**config.mk**
```make
export PLATFORM = sky130hd
export DESIGN_NAME = packet_stats_ctr
export DESIGN_NICKNAME = d
export VERILOG_FILES = /design/src/rtl/packet_stats_ctr.sv
export SDC_FILE = /design/constraint.sdc
export NUM_CORES = 2
export LEC_CHECK = 0
export ABC_CLOCK_PERIOD_IN_PS = 77900
export CORE_ASPECT_RATIO = 1.4
export CORE_MARGIN = 4
export CORE_UTILIZATION = 35
export CTS_CLUSTER_DIAMETER = 200
export CTS_CLUSTER_SIZE = 30
export DETAILED_ROUTE_END_ITERATION = 7
export SETUP_SLACK_MARGIN = 0.5
export SYNTH_ARGS = -nofsm -noshare
export SYNTH_HDL_FRONTEND = slang
export SYNTH_SLANG_ARGS = --single-unit
```
**constraint.sdc**
```tcl
create_clock -name clk -period 77.9 [get_ports clk]
set_clock_uncertainty 0.2 [all_clocks]
set_input_delay 15.58 -clock clk [delete_from_list [all_inputs] [get_ports clk]]
set_output_delay 15.58 -clock clk [all_outputs]
set_load 0.03 [all_outputs]
```
**src/rtl/packet_stats_ctr.sv**
```systemverilog
// Per-port packet/byte/error statistics with atomic snapshot-and-clear and a registered read port.
// Define PKT_STATS_MAXLEN_EN to also track the per-port maximum packet length.
module packet_stats_ctr #(
    parameter int PORTS  = 4,
    parameter int PKT_W  = 32,
    parameter int BYTE_W = 48
) (
    input  logic        clk,
    input  logic        reset,
    input  logic [23:0] axis_in_tdata,
    input  logic        axis_in_tuser,
    input  logic        axis_in_tvalid,
    input  logic        snapshot_req,
    output logic        snapshot_done,
    input  logic        rd_req,
    input  logic [3:0]  rd_port,
    input  logic [1:0]  rd_sel,
    output logic [63:0] rd_data,
    output logic        rd_valid
);
    typedef enum logic {IDLE, CAPTURE} state_t;

    state_t state, state_nxt;
    logic   capture;

    logic        vld_p1;
    logic [7:0]  port_p1;
    logic [15:0] len_p1;
    logic        err_p1;

    logic [PKT_W-1:0]  pkt_live  [PORTS];
    logic [PKT_W-1:0]  pkt_nxt   [PORTS];
    logic [PKT_W-1:0]  pkt_snap  [PORTS];
    logic [BYTE_W-1:0] byte_live [PORTS];
    logic [BYTE_W-1:0] byte_nxt  [PORTS];
    logic [BYTE_W-1:0] byte_snap [PORTS];
    logic [PKT_W-1:0]  err_live  [PORTS];
    logic [PKT_W-1:0]  err_nxt   [PORTS];
    logic [PKT_W-1:0]  err_snap  [PORTS];
`ifdef PKT_STATS_MAXLEN_EN
    logic [15:0]       max_live  [PORTS];
    logic [15:0]       max_nxt   [PORTS];
    logic [15:0]       max_snap  [PORTS];
`endif
    logic [PKT_W-1:0]  bad_live, bad_nxt, bad_snap;
    logic [63:0]       rd_mux;

    function automatic logic [PKT_W-1:0] sat_inc(input logic [PKT_W-1:0] v);
        return (&v) ? v : v + PKT_W'(1);
    endfunction

    function automatic logic [BYTE_W-1:0] sat_add(input logic [BYTE_W-1:0] v, input logic [15:0] len);
        logic [BYTE_W:0] sum;
        sum = {1'b0, v} + (BYTE_W+1)'(len);
        return sum[BYTE_W] ? '1 : sum[BYTE_W-1:0];
    endfunction

    // Stage 1: register the incoming word
    always_ff @(posedge clk or posedge reset) begin
        if (reset) begin
            vld_p1  <= 1'b0;
            port_p1 <= '0;
            len_p1  <= '0;
            err_p1  <= 1'b0;
        end else begin
            vld_p1 <= axis_in_tvalid;
            if (axis_in_tvalid) begin
                port_p1 <= axis_in_tdata[23:16];
                len_p1  <= axis_in_tdata[15:0];
                err_p1  <= axis_in_tuser;
            end
        end
    end

    // Stage 2: read-modify-write of the addressed live counters
    always_comb begin
        bad_nxt = bad_live;
        if (vld_p1 && (port_p1 >= 8'(PORTS)))
            bad_nxt = sat_inc(bad_live);
        for (int p = 0; p < PORTS; p++) begin
            pkt_nxt[p]  = pkt_live[p];
            byte_nxt[p] = byte_live[p];
            err_nxt[p]  = err_live[p];
`ifdef PKT_STATS_MAXLEN_EN
            max_nxt[p]  = max_live[p];
`endif
            if (vld_p1 && (port_p1 == 8'(p))) begin
                pkt_nxt[p]  = sat_inc(pkt_live[p]);
                byte_nxt[p] = sat_add(byte_live[p], len_p1);
                if (err_p1)
                    err_nxt[p] = sat_inc(err_live[p]);
`ifdef PKT_STATS_MAXLEN_EN
                if (len_p1 > max_live[p])
                    max_nxt[p] = len_p1;
`endif
            end
        end
    end

    // The capture edge folds in any same-edge update, so nothing is lost across intervals
    always_ff @(posedge clk or posedge reset) begin
        if (reset) begin
            bad_live <= '0;
            bad_snap <= '0;
            for (int p = 0; p < PORTS; p++) begin
                pkt_live[p]  <= '0;
                pkt_snap[p]  <= '0;
                byte_live[p] <= '0;
                byte_snap[p] <= '0;
                err_live[p]  <= '0;
                err_snap[p]  <= '0;
`ifdef PKT_STATS_MAXLEN_EN
                max_live[p]  <= '0;
                max_snap[p]  <= '0;
`endif
            end
        end else if (capture) begin
            bad_snap <= bad_nxt;
            bad_live <= '0;
            for (int p = 0; p < PORTS; p++) begin
                pkt_snap[p]  <= pkt_nxt[p];
                pkt_live[p]  <= '0;
                byte_snap[p] <= byte_nxt[p];
                byte_live[p] <= '0;
                err_snap[p]  <= err_nxt[p];
                err_live[p]  <= '0;
`ifdef PKT_STATS_MAXLEN_EN
                max_snap[p]  <= max_nxt[p];
                max_live[p]  <= '0;
`endif
            end
        end else begin
            bad_live <= bad_nxt;
            for (int p = 0; p < PORTS; p++) begin
                pkt_live[p]  <= pkt_nxt[p];
                byte_live[p] <= byte_nxt[p];
                err_live[p]  <= err_nxt[p];
`ifdef PKT_STATS_MAXLEN_EN
                max_live[p]  <= max_nxt[p];
`endif
            end
        end
    end

    // Snapshot FSM
    always_ff @(posedge clk or posedge reset) begin
        if (reset)
            state <= IDLE;
        else
            state <= state_nxt;
    end

    always_comb begin
        state_nxt = state;
        case (state)
            IDLE:    if (snapshot_req) state_nxt = CAPTURE;
            CAPTURE: state_nxt = IDLE;
            default: state_nxt = IDLE;
        endcase
    end

    always_comb begin
        capture = (state == CAPTURE);
    end

    always_ff @(posedge clk or posedge reset) begin
        if (reset)
            snapshot_done <= 1'b0;
        else
            snapshot_done <= capture;
    end

    // Read port: snapshot registers only, sampled before any same-edge capture
    always_comb begin
        rd_mux = '0;
        if ({1'b0, rd_port} >= 5'(PORTS)) begin
            if (rd_sel == 2'd3)
                rd_mux = 64'(bad_snap);
        end else begin
            for (int p = 0; p < PORTS; p++) begin
                if (rd_port == 4'(p)) begin
                    case (rd_sel)
                        2'd0:    rd_mux = 64'(pkt_snap[p]);
                        2'd1:    rd_mux = 64'(byte_snap[p]);
                        2'd2:    rd_mux = 64'(err_snap[p]);
`ifdef PKT_STATS_MAXLEN_EN
                        default: rd_mux = 64'(max_snap[p]);
`else
                        default: rd_mux = '0;
`endif
                    endcase
                end
            end
        end
    end

    always_ff @(posedge clk or posedge reset) begin
        if (reset) begin
            rd_valid <= 1'b0;
            rd_data  <= '0;
        end else begin
            rd_valid <= rd_req;
            if (rd_req)
                rd_data <= rd_mux;
        end
    end

endmodule
```
==> impl_metrics.prom <==
# TYPE chip_impl_metric gauge
chip_impl_metric{name="synth-simple-area-share",unit="%"} 19.55
chip_impl_metric{name="first_global_vias",unit=""} 39300
chip_impl_metric{name="post_drt_via_cell_ratio",unit=""} 5.542
chip_impl_metric{name="fin_hold_ws",unit="ps"} 294.3
chip_impl_metric{name="grt_max_degree",unit=""} 183
chip_impl_metric{name="die_area",unit="um2"} 154100
chip_impl_metric{name="cts-root-to-sink-buffers",unit=""} 3
chip_impl_metric{name="die_height",unit="um"} 462.9
chip_impl_metric{name="detailedRoute.firstPassIterationCount",unit=""} 8
chip_impl_metric{name="power.leakage",unit="nW"} 23.40
chip_impl_metric{name="worst-endpoint-arrival",unit="ps"} 19750
chip_impl_metric{name="routed-via-count",unit=""} 40740
chip_impl_metric{name="drt-total-wl",unit="mm"} 158.4
chip_impl_metric{name="timing.setup.tns",unit="ps"} 0
chip_impl_metric{name="remaining_drc_errors",unit=""} 0
chip_impl_metric{name="avgRoutedWirePerCell",unit="um"} 21.54
chip_impl_metric{name="synth_top_cell_area_share",unit="%"} 50.17
chip_impl_metric{name="layout-area-overhead-vs-synth",unit="%"} 6.833
chip_impl_metric{name="timing_max_transition_violations_final",unit=""} 0
chip_impl_metric{name="xor_xnor_fraction_of_synth_area",unit="%"} 5.892
chip_impl_metric{name="final_antenna_net_count",unit=""} 0
chip_impl_metric{name="post-route-period-util",unit="%"} 24.80
chip_impl_metric{name="synth.ff_latch_count",unit=""} 1037
chip_impl_metric{name="drive_above_1_share",unit="%"} 3.729
chip_impl_metric{name="critical_path.max_fanout",unit=""} 113
chip_impl_metric{name="post_detail_place_hpwl",unit="mm"} 116.2
chip_impl_info{name="endpoint_kind",value="async pin"} 1
chip_impl_info{name="hold_path_class",value="reg2reg"} 1
chip_impl_metric{name="globalRouteTotalUtil",unit="%"} 20.01
chip_impl_metric{name="final_net_count",unit=""} 5529
chip_impl_info{name="synth.top_cells.by_area",value="sky130_fd_sc_hd__dfrtp_1, sky130_fd_sc_hd__nor2_1, sky130_fd_sc_hd__a21oi_1"} 1
chip_impl_metric{name="fin_area",unit="um2"} 55260
chip_impl_metric{name="worst_slew_pin_slew",unit="ps"} 1373
chip_impl_metric{name="htreeDepth",unit=""} 2
chip_impl_info{name="main_combinational_cell_family_by_area_after_synthesis",value="simple AND/OR/NAND/NOR gates"} 1
chip_impl_metric{name="floorplan.initialDensity",unit="%"} 35.28
chip_impl_metric{name="final_replace_weighted_congestion",unit=""} 0.9131
chip_impl_metric{name="cts_inserted_buffers",unit=""} 40
chip_impl_metric{name="floorplan.core_area",unit="um2"} 146600
chip_impl_metric{name="cts.hold.buffers_added",unit=""} 0
chip_impl_metric{name="timing.fmax",unit="GHz"} 0.05176
chip_impl_metric{name="number_of_antenna_violations_at_the_first_check_in_global_routing",unit=""} 4
chip_impl_info{name="cts-root-buf",value="sky130_fd_sc_hd__clkbuf_16"} 1
chip_impl_metric{name="sequential_to_total_area_share_from_yosys_stat",unit="%"} 50.17
chip_impl_metric{name="ports",unit=""} 102
chip_impl_metric{name="synth_cells",unit=""} 5550
chip_impl_info{name="rsz0062_at_grt",value="no"} 1
chip_impl_metric{name="rows",unit=""} 166
chip_impl_metric{name="final_core_utilization",unit="%"} 37.69
chip_impl_metric{name="dpl_cell_area",unit="um2"} 54210
chip_impl_metric{name="starting_drt_drc_count",unit=""} 3871
chip_impl_metric{name="setup_viol_count_final",unit=""} 0
chip_impl_metric{name="synth.yosys.warnings",unit=""} 0
chip_impl_metric{name="power_density",unit="nW/um2"} 17.90
chip_impl_info{name="status",value="finished, final reports clean"} 1
chip_impl_metric{name="ir_worst_vdd",unit="mV"} 0.01259
chip_impl_metric{name="clock_sinks",unit=""} 1037
chip_impl_metric{name="synth_enable_flop_cells",unit=""} 0
chip_impl_metric{name="synth_async_sr_flop_share",unit="%"} 100.0
chip_impl_metric{name="die_w",unit="um"} 332.9
chip_impl_metric{name="syn_area_cell",unit="um2"} 9.320
chip_impl_metric{name="synth_area",unit="um2"} 51730
chip_impl_metric{name="cp_data_required_time",unit="ps"} 78330
chip_impl_metric{name="sequential_cell_area",unit="um2"} 25950
chip_impl_info{name="yosysTopAreaCell",value="sky130_fd_sc_hd__dfrtp_1"} 1
chip_impl_metric{name="synth.distinct_cells",unit=""} 82
chip_impl_metric{name="max_cap_viol_count",unit=""} 0
chip_impl_metric{name="clock_insertion_delay_worst_skew",unit="ps"} 660
chip_impl_metric{name="number_of_gates_resized_after_cts",unit=""} 0
chip_impl_info{name="tritoncts",value="done"} 1
chip_impl_metric{name="wire_length_of_the_first_global_routing_pass",unit="mm"} 243.2
chip_impl_metric{name="fill_cells",unit=""} 14790
chip_impl_metric{name="buffer_ports.inserted",unit=""} 85
chip_impl_metric{name="final_hold_viol_count",unit=""} 0
chip_impl_info{name="synth_ff_type",value="sky130_fd_sc_hd__dfrtp_1"} 1
chip_impl_metric{name="worst_slew_margin_rel",unit="%"} 8.374
chip_impl_metric{name="cts.repair_timing.setup_buffer_count",unit=""} 0
chip_impl_info{name="timing.setup.critical_path_class",value="in2async"} 1
chip_impl_metric{name="synth_compound_area_share",unit="%"} 13.56
chip_impl_info{name="start_kind",value="primary input"} 1
chip_impl_metric{name="synth_mux_area_share",unit="%"} 5.713
chip_impl_metric{name="globalRouteOverflowTotal",unit=""} 0
chip_impl_metric{name="clock_transition_at_the_register_clock_pins_on_the_worst_setup_and_hold_paths_after_cts",unit="ps"} 120
chip_impl_metric{name="post-route-min-period",unit="ps"} 19320
chip_impl_metric{name="multi_input_area",unit="um2"} 24220
chip_impl_metric{name="post_synth_fa_ha_maj_area_fraction",unit="%"} 1.921
-- layer usage --
| layer | vias to the layer above | share of wire, % | track usage (%) |
|---|---|---|---|
| li1 | 19210 | - | - |
| met1 | 20120 | 45 | 28.13 |
| met2 | 1138 | 44 | 30.76 |
| met3 | 267 | 4.5 | 1.569 |
| met4 | 0 | 6.5 | 10.89 |
| met5 | - | 0 | 0 |
-- kinds of logic (layout without fill, tap and decap cells) --
family,count (synthesis),after routing
and+or+nand+nor,2214,2214
AOI/OAI and AO/OA,1184,1184
DFF,1037,1037
buffers and inverters,419,271
xor gates and xnor gates,348,348
muxes,270,270
adders and majority gates,77,77
other,1,18
-- state kept, by name, indices dropped and copies added (netlist names) --
register       flops
byte_live        192
byte_snap        192
err_live         128
err_snap         128
pkt_live         128
pkt_snap         128
rd_data           48
bad_live          32
bad_snap          32
len_p1            16
port_p1            8
capture            1
err_p1             1
rd_valid           1
snapshot_done      1
vld_p1             1
-- through the flow --
stage	std cells	power [mW]	setup slack, ps
2_1_floorplan	5565	0.6775	32930
3_3_place_gp	7306	0.7294	57660
3_5_place_dp	7306	0.7309	57630
4_1_cts	7349	0.9970	58360
5_1_grt	7350	1.029	57910
6_report	7351	0.9891	58580
-- final cells by class --
class / instances / area share, %
multi-input combinational: 4109 / 43.82
timing repair buffer: 144 / 2.348
tap: 1932 / 4.374
antenna: 2 / 0.009056
clock buffer: 42 / 1.863
sequential: 1037 / 46.96
inverter: 84 / 0.5887
clock inverter: 1 / 0.02943
-- cell usage after synthesis (9+ instances only) --
| cell | number |
|---|---|
| sky130_fd_sc_hd__a2111oi_0 | 9 |
| sky130_fd_sc_hd__a211oi_1 | 40 |
| sky130_fd_sc_hd__a21o_1 | 34 |
| sky130_fd_sc_hd__a21oi_1 | 555 |
| sky130_fd_sc_hd__a222oi_1 | 32 |
| sky130_fd_sc_hd__a31oi_1 | 78 |
| sky130_fd_sc_hd__a41oi_1 | 12 |
| sky130_fd_sc_hd__and2_1 | 67 |
| sky130_fd_sc_hd__and3_1 | 115 |
| sky130_fd_sc_hd__and4_1 | 55 |
| sky130_fd_sc_hd__buf_1 | 22 |
| sky130_fd_sc_hd__buf_4 | 20 |
| sky130_fd_sc_hd__clkbuf_1 | 289 |
| sky130_fd_sc_hd__dfrtp_1 | 1037 |
| sky130_fd_sc_hd__ha_1 | 73 |
| sky130_fd_sc_hd__inv_1 | 82 |
| sky130_fd_sc_hd__mux2_2 | 42 |
| sky130_fd_sc_hd__mux2i_1 | 212 |
| sky130_fd_sc_hd__mux4_2 | 16 |
| sky130_fd_sc_hd__nand2_1 | 405 |
| sky130_fd_sc_hd__nand3_1 | 180 |
| sky130_fd_sc_hd__nand4_1 | 135 |
| sky130_fd_sc_hd__nor2_1 | 1040 |
| sky130_fd_sc_hd__nor2b_1 | 14 |
| sky130_fd_sc_hd__nor3_1 | 96 |
| sky130_fd_sc_hd__nor3b_1 | 10 |
| sky130_fd_sc_hd__nor4_1 | 31 |
| sky130_fd_sc_hd__o211ai_1 | 50 |
| sky130_fd_sc_hd__o21a_1 | 11 |
| sky130_fd_sc_hd__o21ai_0 | 211 |
| sky130_fd_sc_hd__o22ai_1 | 48 |
| sky130_fd_sc_hd__o31ai_1 | 23 |
| sky130_fd_sc_hd__or2_2 | 12 |
| sky130_fd_sc_hd__or3_1 | 16 |
| sky130_fd_sc_hd__or4_1 | 10 |
| sky130_fd_sc_hd__xnor2_1 | 183 |
| sky130_fd_sc_hd__xor2_1 | 165 |
-- critical path, cell delays in order --
cell	delay [ps]
sky130_fd_sc_hd__clkdlybuf4s50_1	490
sky130_fd_sc_hd__inv_8	550
sky130_fd_sc_hd__buf_4	610
sky130_fd_sc_hd__buf_4	580
sky130_fd_sc_hd__buf_4	790
sky130_fd_sc_hd__buf_4	920
-- placed cells by master (no fill, tap or decap), drive strengths merged, types with 14 or more instances in the layout --
cell type | netlist | routed
mux2i | 212 | 212
nor2b | 14 | 14
conb | 1 | 16
nor4 | 31 | 31
nand2 | 405 | 405
and3 | 115 | 115
clkbuf | 289 | 42
nor2 | 1040 | 1040
nand3 | 180 | 180
dfrtp | 1037 | 1037
o211ai | 50 | 50
o22ai | 48 | 48
o21ai | 218 | 218
buf | 46 | 65
inv | 82 | 83
and2 | 69 | 69
and4 | 55 | 55
xor2 | 165 | 165
ha | 73 | 73
a211oi | 40 | 40
xnor2 | 183 | 183
nor3 | 96 | 96
a222oi | 32 | 32
a21oi | 555 | 555
o31ai | 23 | 23
mux2 | 42 | 42
mux4 | 16 | 16
or3 | 16 | 16
a31oi | 78 | 78
clkdlybuf4s50 | 0 | 79
nand4 | 135 | 135
a21o | 34 | 34
-- path summary, 6_finish.rpt --
check,start,slack [ps],endpoint,cells past startpoint
worst max-delay path,reset,58580,err_live[27],6
worst min-delay path,byte_snap[84],290,byte_snap[84],1
worst max register to register,len_p1[0],73170,byte_snap[154],9
worst min register to register,byte_snap[84],290,byte_snap[84],1
max in group clk,rd_sel[0],58980,rd_data[26],7
min in group asynchronous,reset,15250,pkt_live[124],2
-- where the power goes --
group          internal, mW  switching (mW)
clock network        0.0964           0.172
logic                0.0385          0.0802
registers             0.568          0.0346
No activity file was read; power rests on OpenSTA's default activity.
